### config.mk
export PLATFORM = sky130hd
export DESIGN_NAME = fl_div32
export DESIGN_NICKNAME = d
export VERILOG_FILES = /design/src/rtl/fl_div32.sv
export SDC_FILE = /design/constraint.sdc
export NUM_CORES = 1
export LEC_CHECK = 0
export BUFFER_PORTS_ARGS = -buffer_cell sky130_fd_sc_hd__buf_2
export CELL_PAD_IN_SITES_DETAIL_PLACEMENT = 0
export CELL_PAD_IN_SITES_GLOBAL_PLACEMENT = 1
export CORE_ASPECT_RATIO = 0.8
export CORE_MARGIN = 1.5
export CORE_UTILIZATION = 42
export CTS_BUF_LIST = sky130_fd_sc_hd__clkbuf_4
export DETAILED_ROUTE_END_ITERATION = 6
export PLACE_DENSITY = 0.83
export SLEW_MARGIN = 40
export SYNTH_ARGS = -nofsm -noshare
export SYNTH_HDL_FRONTEND = slang
export SYNTH_SLANG_ARGS = --single-unit
### constraint.sdc
create_clock -name clk -period 3.8 [get_ports clk]
set_input_delay 0.76 -clock clk [delete_from_list [all_inputs] [get_ports clk]]
set_output_delay 0.76 -clock clk [all_outputs]
set_load 0.02 [all_outputs]
### src/rtl/fl_div32.sv
// Iterative IEEE-754 single-precision divider (quotient = in0 / in1), restoring radix-2, fixed 29-cycle latency.
// Optional exception flags output enabled by defining FL_DIV_FLAGS_EN.
module fl_div32 (
   input  logic        clk,
   input  logic        rst,
   input  logic        start,
   input  logic [31:0] in0,
   input  logic [31:0] in1,
   output logic        busy,
   output logic        done,
   output logic [31:0] quotient
`ifdef FL_DIV_FLAGS_EN
   ,
   output logic [4:0]  flags
`endif
);

   typedef enum logic [2:0] {S_IDLE, S_UNPACK, S_DIVIDE, S_ROUND, S_OUT} state_t;

   // Round-to-nearest-even on q[25:0] = 24 significand bits, guard, round; result may carry to 2^24.
   function automatic logic [24:0] rne_round(input logic [25:0] q, input logic sticky);
      logic inc;
      inc = q[1] & (q[0] | sticky | q[2]);
      return {1'b0, q[25:2]} + {24'd0, inc};
   endfunction

   function automatic logic [31:0] sat_pack(input logic sign, input logic signed [9:0] e,
                                            input logic [22:0] frac);
      if (e >= 10'sd255)
         return {sign, 8'hFF, 23'd0};
      else if (e <= 10'sd0)
         return {sign, 31'd0};
      else
         return {sign, e[7:0], frac};
   endfunction

   state_t             state, state_nxt;
   logic [31:0]        a_r, b_r;
   logic               sign_r;
   logic signed [9:0]  e_r;
   logic [24:0]        rem_r;
   logic [23:0]        div_r;
   logic [25:0]        q_r;
   logic [4:0]         cnt_r;
   logic               spec_r;
   logic [31:0]        spec_res_r;
   logic [31:0]        res_r;

   logic [7:0]         ea, eb;
   logic               za, zb, ia, ib, na, nb;
   logic               inval, to_inf, to_zero;
   logic [23:0]        ma, mb;
   logic signed [9:0]  e_raw;

   assign ea      = a_r[30:23];
   assign eb      = b_r[30:23];
   assign za      = (ea == 8'h00);
   assign zb      = (eb == 8'h00);
   assign ia      = (ea == 8'hFF) && (a_r[22:0] == 23'd0);
   assign ib      = (eb == 8'hFF) && (b_r[22:0] == 23'd0);
   assign na      = (ea == 8'hFF) && (a_r[22:0] != 23'd0);
   assign nb      = (eb == 8'hFF) && (b_r[22:0] != 23'd0);
   assign inval   = na | nb | (za & zb) | (ia & ib);
   assign to_inf  = !inval & (ia | zb);
   assign to_zero = !inval & !to_inf & (za | ib);
   assign ma      = {1'b1, a_r[22:0]};
   assign mb      = {1'b1, b_r[22:0]};
   assign e_raw   = $signed({2'b00, ea}) - $signed({2'b00, eb}) + 10'sd127;

   logic               q_bit;
   logic [24:0]        rem_dif, rem_nxt;

   assign q_bit   = (rem_r >= {1'b0, div_r});
   assign rem_dif = q_bit ? rem_r - {1'b0, div_r} : rem_r;
   assign rem_nxt = rem_dif << 1;

   logic               sticky;
   logic [24:0]        sig_rnd;
   logic [22:0]        frac_rnd;
   logic signed [9:0]  e_rnd;

   assign sticky   = |rem_r;
   assign sig_rnd  = rne_round(q_r, sticky);
   assign frac_rnd = sig_rnd[24] ? sig_rnd[23:1] : sig_rnd[22:0];
   assign e_rnd    = e_r + $signed({9'd0, sig_rnd[24]});

   always_ff @(posedge clk) begin
      if (rst) state <= S_IDLE;
      else     state <= state_nxt;
   end

   always_comb begin
      state_nxt = state;
      case (state)
         S_IDLE:   if (start) state_nxt = S_UNPACK;
         S_UNPACK: state_nxt = S_DIVIDE;
         S_DIVIDE: if (cnt_r == 5'd0) state_nxt = S_ROUND;
         S_ROUND:  state_nxt = S_OUT;
         S_OUT:    state_nxt = S_IDLE;
         default:  state_nxt = S_IDLE;
      endcase
   end

   always_comb begin
      busy = (state != S_IDLE);
   end

   always_ff @(posedge clk) begin
      if (rst) begin
         a_r <= '0; b_r <= '0; sign_r <= 1'b0; e_r <= '0;
         rem_r <= '0; div_r <= '0; q_r <= '0; cnt_r <= '0;
         spec_r <= 1'b0; spec_res_r <= '0; res_r <= '0;
         quotient <= '0; done <= 1'b0;
      end else begin
         done <= (state == S_OUT);
         case (state)
            S_IDLE: if (start) begin
               a_r <= in0;
               b_r <= in1;
            end
            S_UNPACK: begin
               sign_r <= a_r[31] ^ b_r[31];
               div_r  <= mb;
               q_r    <= '0;
               cnt_r  <= 5'd25;
               // Pre-align so the quotient falls in [1,2) and q[25] is always set.
               if (ma < mb) begin
                  rem_r <= {ma, 1'b0};
                  e_r   <= e_raw - 10'sd1;
               end else begin
                  rem_r <= {1'b0, ma};
                  e_r   <= e_raw;
               end
               spec_r <= inval | to_inf | to_zero;
               if (inval)       spec_res_r <= 32'h7FC00000;
               else if (to_inf) spec_res_r <= {a_r[31] ^ b_r[31], 8'hFF, 23'd0};
               else             spec_res_r <= {a_r[31] ^ b_r[31], 31'd0};
            end
            S_DIVIDE: begin
               q_r   <= {q_r[24:0], q_bit};
               rem_r <= rem_nxt;
               cnt_r <= cnt_r - 5'd1;
            end
            S_ROUND: res_r <= spec_r ? spec_res_r : sat_pack(sign_r, e_rnd, frac_rnd);
            S_OUT:   quotient <= res_r;
            default: ;
         endcase
      end
   end

`ifdef FL_DIV_FLAGS_EN
   logic [4:0] spec_flg_r, res_flg_r;
   logic       ovf, unf, inx;

   assign ovf = (e_rnd >= 10'sd255);
   assign unf = (e_rnd <= 10'sd0);
   assign inx = q_r[1] | q_r[0] | sticky;

   always_ff @(posedge clk) begin
      if (rst) begin
         spec_flg_r <= '0;
         res_flg_r  <= '0;
         flags      <= '0;
      end else begin
         case (state)
            S_IDLE:   if (start) flags <= '0;
            S_UNPACK: spec_flg_r <= {inval, !inval & !za & !ia & zb, 3'b000};
            S_ROUND:  res_flg_r  <= spec_r ? spec_flg_r : {2'b00, ovf, unf, inx | ovf | unf};
            S_OUT:    flags <= res_flg_r;
            default:  ;
         endcase
      end
   end
`endif

endmodule

==> results of run 1 <==
-- critical path, cell delays in order (launching register included) --
cell and delay [ps]:
dfxtp_1 380, and3_1 210, and3_1 250, nand4_1 160, or3_4 370, clkinv_1 80, ha_1 220, and2_2 210
nand4_2 170, xnor2_4 230, nand2b_2 130, or3_4 470, nor3_4 260, buf_4 200, a22oi_1 70, nor2_1 90
-- timing repair --
action	4_1_cts	5_1_grt
setup endpoints to repair	0	23
gates resized for setup	0	12
buffers inserted	0	2
-- worst paths after layout --
check / slack [ps] / cells after the start / end / from
setup / recovery: 220 / 15 / res_r[9] / q_r[16]
hold / removal: 260 / 3 / a_r[8] / in0[8]
setup reg to reg: 220 / 15 / res_r[9] / q_r[16]
hold reg to reg: 450 / 2 / quotient[22] / res_r[22]
-- final cells by class --
cell class,count,area share (%)
inverters,70,1.92
multi-input cells,1165,51.0
well taps,370,3.38
clock buffers,77,4.22
clock inverters,20,0.658
diodes,2,0.0366
repair buffers,129,5.57
flip-flops and latches,227,33.2
-- flip-flops by register name, indices dropped and copies added, names as in the netlist --
name	flops
a_r	32
b_r	32
cnt_r	5
div_r	24
done	1
e_r	10
q_r	26
quotient	32
rem_r	25
res_r	32
sign_r	1
spec_r	1
spec_res_r	3
state	3
-- layer usage --
| metal | vias to the layer above | GRT usage, % |
|---|---|---|
| met2 | 287 | 31.8 |
| met5 | - | 0 |
| li1 | 5658 | - |
| met1 | 5151 | 30.8 |
| met4 | 0 | 5.28 |
| met3 | 36 | 4.20 |
-- through the flow --
| step | cells | power (W) |
|---|---|---|
| 5_1_grt | 2060 | 0.00756 |
| 3_5_place_dp | 1958 | 0.00512 |
| 3_3_place_gp | 1958 | 0.00510 |
| 4_1_cts | 2055 | 0.00710 |
| 2_1_floorplan | 1552 | 0.00458 |
| 6_report | 2060 | 0.00707 |
-- placed cells by master, fill, tap and decap left out, types with 26 or more instances in the layout --
cell | Yosys | routed
dfxtp_1 | 227 | 224
clkbuf_4 | 0 | 77
o21ai_0 | 30 | 30
xnor2_1 | 29 | 29
buf_4 | 0 | 26
inv_1 | 68 | 68
nand2_1 | 320 | 319
a22oi_1 | 39 | 39
mux2i_1 | 27 | 27
nor2_1 | 140 | 139
buf_2 | 7 | 99
a211oi_1 | 32 | 32
a21oi_1 | 181 | 181
ha_1 | 61 | 60
-- power by group through the flow --
| stage | clock (W) | combinational (W) | sequential (W) |
|---|---|---|---|
| finish | 0.00195 | 0.00242 | 0.00270 |
| global route | 0.00215 | 0.00269 | 0.00272 |
| CTS | 0.00202 | 0.00239 | 0.00269 |
| detailed placement | 0 | 0.00237 | 0.00275 |
| global placement | 0 | 0.00235 | 0.00275 |
| floorplan | 0 | 0.00191 | 0.00268 |
-- logic make-up (layout without fill, tap and decap cells) --
family,after synthesis,in the layout,share of synthesized area (%)
XOR/XNOR,58,58,4.27
multiplexers,27,27,2.24
buffers and inverters,160,296,5.36
adder cells (fa/ha/maj),63,63,6.65
AND/OR/NAND/NOR,620,620,22.6
flip-flops,227,227,37.6
other,0,2,0
AO/OA/AOI/OAI,397,397,21.3
==> parameters.txt, run 1 <==
Parameter                              Value

STA
  Slew at the pin closest to its max-slew limit    816 ps
  Worst hold slack    260 ps
  Worst Skew    62.5 ps
  Final max-slew violation count    0
  Share of the clock period used by the worst path    between 90 and 100%
  Setup Total Neg Slack    0 ps
  Final number of setup-violating endpoints    0
  Final hold violation count    0
  Top achievable clock speed    around 280 MHz
  Worst rel slew slack    45.6%
  Slack of the critical path    225 ps
  Final Critical Period    3580 ps

Logic synthesis
  Number of different library cells in the post-synthesis netlist    73
  Number of enable-type register cells in the synthesized netlist    0
  Flip-flop cell with the highest count after synthesis    dfxtp_1
  Net count after synthesis    1682
  Seq cells post-synth    227
  Top cells by area in the synthesized netlist    dfxtp_1 38%, nand2_1 9.9%, a21oi_1 7.5%
  Synth top cells by count    320 x nand2_1, 227 x dfxtp_1, 181 x a21oi_1, 140 x nor2_1, 71 x clkbuf_1
  Most instantiated library cell after synthesis    nand2_1
  Synth async-reset ratio    0%
  Yosys warning count    0
  Cells after Synth    ~1600
  Register area share after synthesis    roughly 38%
  Synth top area share    a little under two fifths
  Mean post-synth cell area    slightly below 8 sq um
  Cell type with the largest total area after synthesis    dfxtp_1
  Netlist area before placement    about 12000 sq um

Power
  Internal power contribution    approximately 0.0045 W
  Part of the total power dissipated in sequential elements    between 30% and 40%
  Net switching fraction of the power    ~37%
  Clock network fraction of design power    between 20% and 30%
  Portion of total power attributed to combinational logic    34.2%
  Leakage power    about 5.4 nW
  Worst ir drop on vdd    around 0.28 mV
  Total power divided by cell area    ~520 nW/um^2
  Power spent charging and discharging nets    ~0.0026 W

Setup path
  Signal arrival time at the worst endpoint    between 4000 and 5000 ps
  CP max FO    7
  CP required    4430 ps
  CP startpoint kind    flop
  Crit. End Element    flop
  Type of the worst setup path    reg -> reg

Drt
  Final wirelength    around 31000 um
  Post-detailed-route count of antenna-violating nets    0
  Via-to-Cell Ratio    about 5.4
  Met1 Wirelength    between 15000 and 20000 um
  Uppermost metal layer occupied by signal nets    met4
  WL/cell    around 15 um
  Iteration-0 DRC count of the detailed router    647
  Via Count    approximately 11000
  Length of routed met3 wiring    about 1800 um
  Met2 wire length    roughly 13000 um
  DRC violations left    0
  First drt pass iteration count    7

Floorplanning
  Die extent in x    a little under 200 um
  Effective utilization at floorplan    between 40% and 50%
  Total I/O pin count    approximately 100
  Die Y-Extent    ~150 um
  Number of rows created at floorplan    55
  Std-Cell Core Area    about 28000 sq um
  Die Area    29800 sq um

CTS
  Maximum number of buffers from clock root to sink    3
  Clock tree from TritonCTS    yes
  Number of buffers added to fix hold violations after cts    0
  H-tree depth    2
  Num CTS Buffers    57
  Clock root buffer master    clkbuf_4
  Clock transition at path regs    80 ps
  Clk Latency, worst-skew pair    730 ps
  Number of sinks driven by the clock tree    roughly 230

Layout
  Count of filler cells inserted in the layout    around 2800
  Final standard cell area without fillers    roughly 14000 sq um
  Sequential Area    approximately 4500 sq um
  Multi-input logic area    6980 sq um
  Fraction of final layout cells sized beyond drive strength 1    between 15 and 20%
  Synthesis-to-finish area growth    13.3%
  Final core utilization    between 40% and 50%
  Net total in the final layout    around 1800

GRT
  Pin count of the biggest net entering global routing    slightly above 100
  Initial antenna violation count    1
  Overflow left after global routing    0
  Wire length of the first global-routing pass    52000 um
  Number of global-route vias before repair    10300
  Global-route usage over all layers    between 20% and 30%

Run
  Count of maximum capacitance violations    0

Placement
  Standard cell area after detailed placement    about 13000 sq um
  Placement-stage worst setup slack    73.8 ps
  Port buffer count    100
  Post-DP HPWL    around 22000 um
  Placer Congestion    0.864

Worst hold path
  Min-delay worst type    in -> reg

Run status
  Status    finished clean
(Power assumes the default switching activity.)
==> run 2: changes to the inputs <==
- ABC_AREA: unset -> 1
- CORE_UTILIZATION: 42 -> 41
==> run 2 against run 1 <==
Compared with the run above: wire length rose by 13%; clock skew fell by 29 ps; die area rose by 9.0%; synthesized cell count rose by 23%; total power rose by 36%; worst setup slack got worse by 19 ps; global-route usage rose by 0.57 points; utilization fell by 0.84 points; critical endpoint is now res_r[18]; critical path depth rose by 8; hold slack improved by 32 ps; largest power group is now combinational cells; area after synthesis rose by 6.6%; first-iteration DRC count rose by 15%.
==> parameters.txt, run 2 <==
Parameter                              Value

Run status
  Status    finished clean

GRT
  Global-route usage over all layers    between 20 and 25%
  Number of global-route vias before repair    11700
  Initial antenna violation count    2
  Overflow left after global routing    0
  Pin count of the biggest net entering global routing    73
  Wire length of the first global-routing pass    58100 um

Layout
  Fraction of final layout cells sized beyond drive strength 1    between 10% and 20%
  Count of filler cells inserted in the layout    about 3200
  Synthesis-to-finish area growth    13.0%
  Sequential Area    between 4000 and 5000 sq um
  Net total in the final layout    about 2100
  Most used cells in the layout excluding fill and tap cells    375 x nand2_1, 226 x dfxtp_1, 221 x inv_1, 218 x a21oi_1, 211 x o21ai_0
  Multi-input logic area    approximately 7200 sq um
  Most common library cell in the layout ignoring fill and taps    nand2_1

Logic synthesis
  Simple-gate portion of the synthesized area    a little over a quarter
  Synth async-reset ratio    0%
  Adder-cell share of the synthesized area    approximately 6.2%
  Mean post-synth cell area    roughly 6.7 sq um
  Xor/xnor share of the synthesized area    about 2.6%
  Netlist area before placement    roughly 13000 sq um
  Net count after synthesis    about 2000
  Register area share after synthesis    between 30% and 40%
  Synth top area share    about a third
  Number of different library cells in the post-synthesis netlist    between 40 and 50
  Main combinational cell family by area after synthesis    simple AND/OR/NAND/NOR gates
  Seq cells post-synth    227
  Number of enable-type register cells in the synthesized netlist    0
  Compound-cell area share of the yosys netlist    approximately a fifth
  Most instantiated library cell after synthesis    nand2_1
  Cell type with the largest total area after synthesis    dfxtp_1
  Flip-flop cell with the highest count after synthesis    dfxtp_1
  Synth top cells by count    377 x nand2_1, 227 x dfxtp_1, 226 x inv_1, 218 x a21oi_1, 211 x o21ai_0
  Top cells by area in the synthesized netlist    dfxtp_1 35%, nand2_1 11%, a21oi_1 8.5%
  Share of synthesized area spent on multiplexers    0%
  Cells after Synth    around 1900
  Yosys warning count    0

STA
  Share of the clock period used by the worst path    between 90% and 100%
  Final max-slew violation count    0
  Top achievable clock speed    278 MHz
  Final hold violation count    0
  Slew at the pin closest to its max-slew limit    about 800 ps
  Worst rel slew slack    46.2%
  Worst Skew    33.8 ps
  Slack of the critical path    ~210 ps
  Final Critical Period    3590 ps
  Setup Total Neg Slack    0 ps
  Final number of setup-violating endpoints    0

Floorplanning
  Die Area    32500 sq um
  Number of rows created at floorplan    57
  Effective utilization at floorplan    a little over two fifths
  Die Y-Extent    about 160 um
  Total I/O pin count    between 100 and 150
  Std-Cell Core Area    30600 sq um
  Die extent in x    a little over 200 um

Power
  Internal power contribution    about 0.0053 W
  Worst ir drop on vdd    between 0.3 and 0.4 mV
  Design Power    0.00963 W
  Net switching fraction of the power    about 45%
  Power spent charging and discharging nets    0.00435 W
  Portion of total power attributed to combinational logic    roughly 48%
  Total power divided by cell area    roughly 660 nW/um^2
  Leakage power    approximately 6.4 nW
  Part of the total power dissipated in sequential elements    30.3%
  Clock network fraction of design power    22.0%

CTS
  Clk Latency, worst-skew pair    between 700 and 800 ps
  Clock tree from TritonCTS    yes
  Number of sinks driven by the clock tree    around 230
  Num CTS Buffers    60
  H-tree depth    2
  Maximum number of buffers from clock root to sink    3
  Clock transition at path regs    70 ps
  Clock root buffer master    clkbuf_4

Drt
  Via Count    between 10000 and 15000
  Via-to-Cell Ratio    5.05
  Length of routed met3 wiring    1720 um
  Post-detailed-route count of antenna-violating nets    0
  WL/cell    between 10 and 15 um
  DRC violations left    0
  Uppermost metal layer occupied by signal nets    met4
  Iteration-0 DRC count of the detailed router    around 750
  Met1 Wirelength    ~18000 um
  Met2 wire length    15000 um
  First drt pass iteration count    5
  Final wirelength    roughly 35000 um

Run
  Count of maximum capacitance violations    0

Setup path
  Crit. End Element    flop
  Worst reg2reg path startpoint    q_r[2]
  CP max FO    7
  Type of the worst setup path    reg -> reg
  Worst reg2reg setup slack    210 ps
  CP required    roughly 4500 ps
  Worst R2R Path Depth    23
  Endpoint of the worst register-to-register path    res_r[18]
  Signal arrival time at the worst endpoint    ~4300 ps
  CP startpoint kind    flop

Worst hold path
  Hold depth    3
  Hold-critical path endpoint    b_r[16]
  Startpoint of the tightest hold check path    in1[16]
  Min-delay worst type    in -> reg

Placement
  Placer Congestion    between 0.8 and 0.9
  Port buffer count    100
  Post-DP HPWL    between 20000 and 30000 um
  Placement-stage worst setup slack    just under 50 ps
## run 2: changes by cell type after synthesis, sizes merged, moves of 20 or more
cell    delta
nand2     +71
mux2i     -27
nor2      +54
nand3     +92
a211oi    -31
a21oi     +46
a22oi     -39
o21ai    +186
inv      +162
nand4     +20
## run 2: worst max-delay path, cell delays in order (launching register included)
cell,delay [ps]
dfxtp_1,380
nand2_2,110
inv_2,80
ha_2,190
nand3_2,100
inv_1,100
nand2_2,100
nor2_4,170
nand3_1,100
nor3_2,170
nand3_2,120
clkinv_1,90
ha_1,170
ha_2,210
nand3_2,130
nor2_4,130
nand4_1,140
xor2_2,240
nor2_1,70
nand3_2,120
nand2_4,120
nor2_4,260
nand3_1,110
a21oi_1,120
## run 2: worst max-delay path by stage
stage | start | end | slack [ps]
after floorplan | q_r[2] | res_r[5] | 460
after global placement | q_r[2] | res_r[21] | 210
after detailed placement | q_r[2] | res_r[19] | 50
after CTS | q_r[1] | res_r[19] | 40
after global routing | q_r[2] | res_r[5] | -60
final | q_r[2] | res_r[18] | 210
## run 2: through the flow
step | cells | instance area, sq um | util (%) | hold WS (ps)
2_1_floorplan | 1909 | 12900 | - | 425
3_3_place_gp | 2356 | 13700 | 44.7 | 435
3_5_place_dp | 2356 | 13700 | 44.7 | 436
4_1_cts | 2453 | 14400 | 47.1 | 229
5_1_grt | 2466 | 14600 | 47.6 | 260
6_report | 2466 | 14600 | 47.6 | 292
## run 2: what timing repair did
item / CTS / global route
hold buffers: 0 / 0
resized for setup: 0 / 12
buffers inserted: 0 / 10
endpoints found under the setup margin: 0 / 30
endpoints found under the hold margin: 0 / 0
## run 2: logic make-up after synthesis
kind of cell    Yosys count
compound gates          479
xor+xnor                 38
fa+ha+maj                63
buf+inv                 315
flops                   227
simple gates            787
## run 2: final cells by class
cell class,count,share of cell area [%]
multi-input combinational,1368,49.4
sequential,227,31.2
inverter,233,6.02
timing repair buffer,126,4.81
clock buffer,78,4.02
tap,413,3.55
clock inverter,19,0.920
antenna,2,0.0344
## run 2: power by group through the flow
stage          logic (W)  registers [W]  clock network (W)
2_1_floorplan    0.00348        0.00291                  0
3_3_place_gp     0.00446        0.00296                  0
3_5_place_dp     0.00450        0.00297                  0
4_1_cts          0.00453        0.00292            0.00220
5_1_grt          0.00521        0.00296            0.00233
6_report         0.00459        0.00292            0.00212
## run 2: layer usage
layer	vias to the layer above	track usage, %
met3	56	3.93
met4	0	6.77
li1	6519	-
met2	235	34.3
met1	5653	30.2
met5	-	0
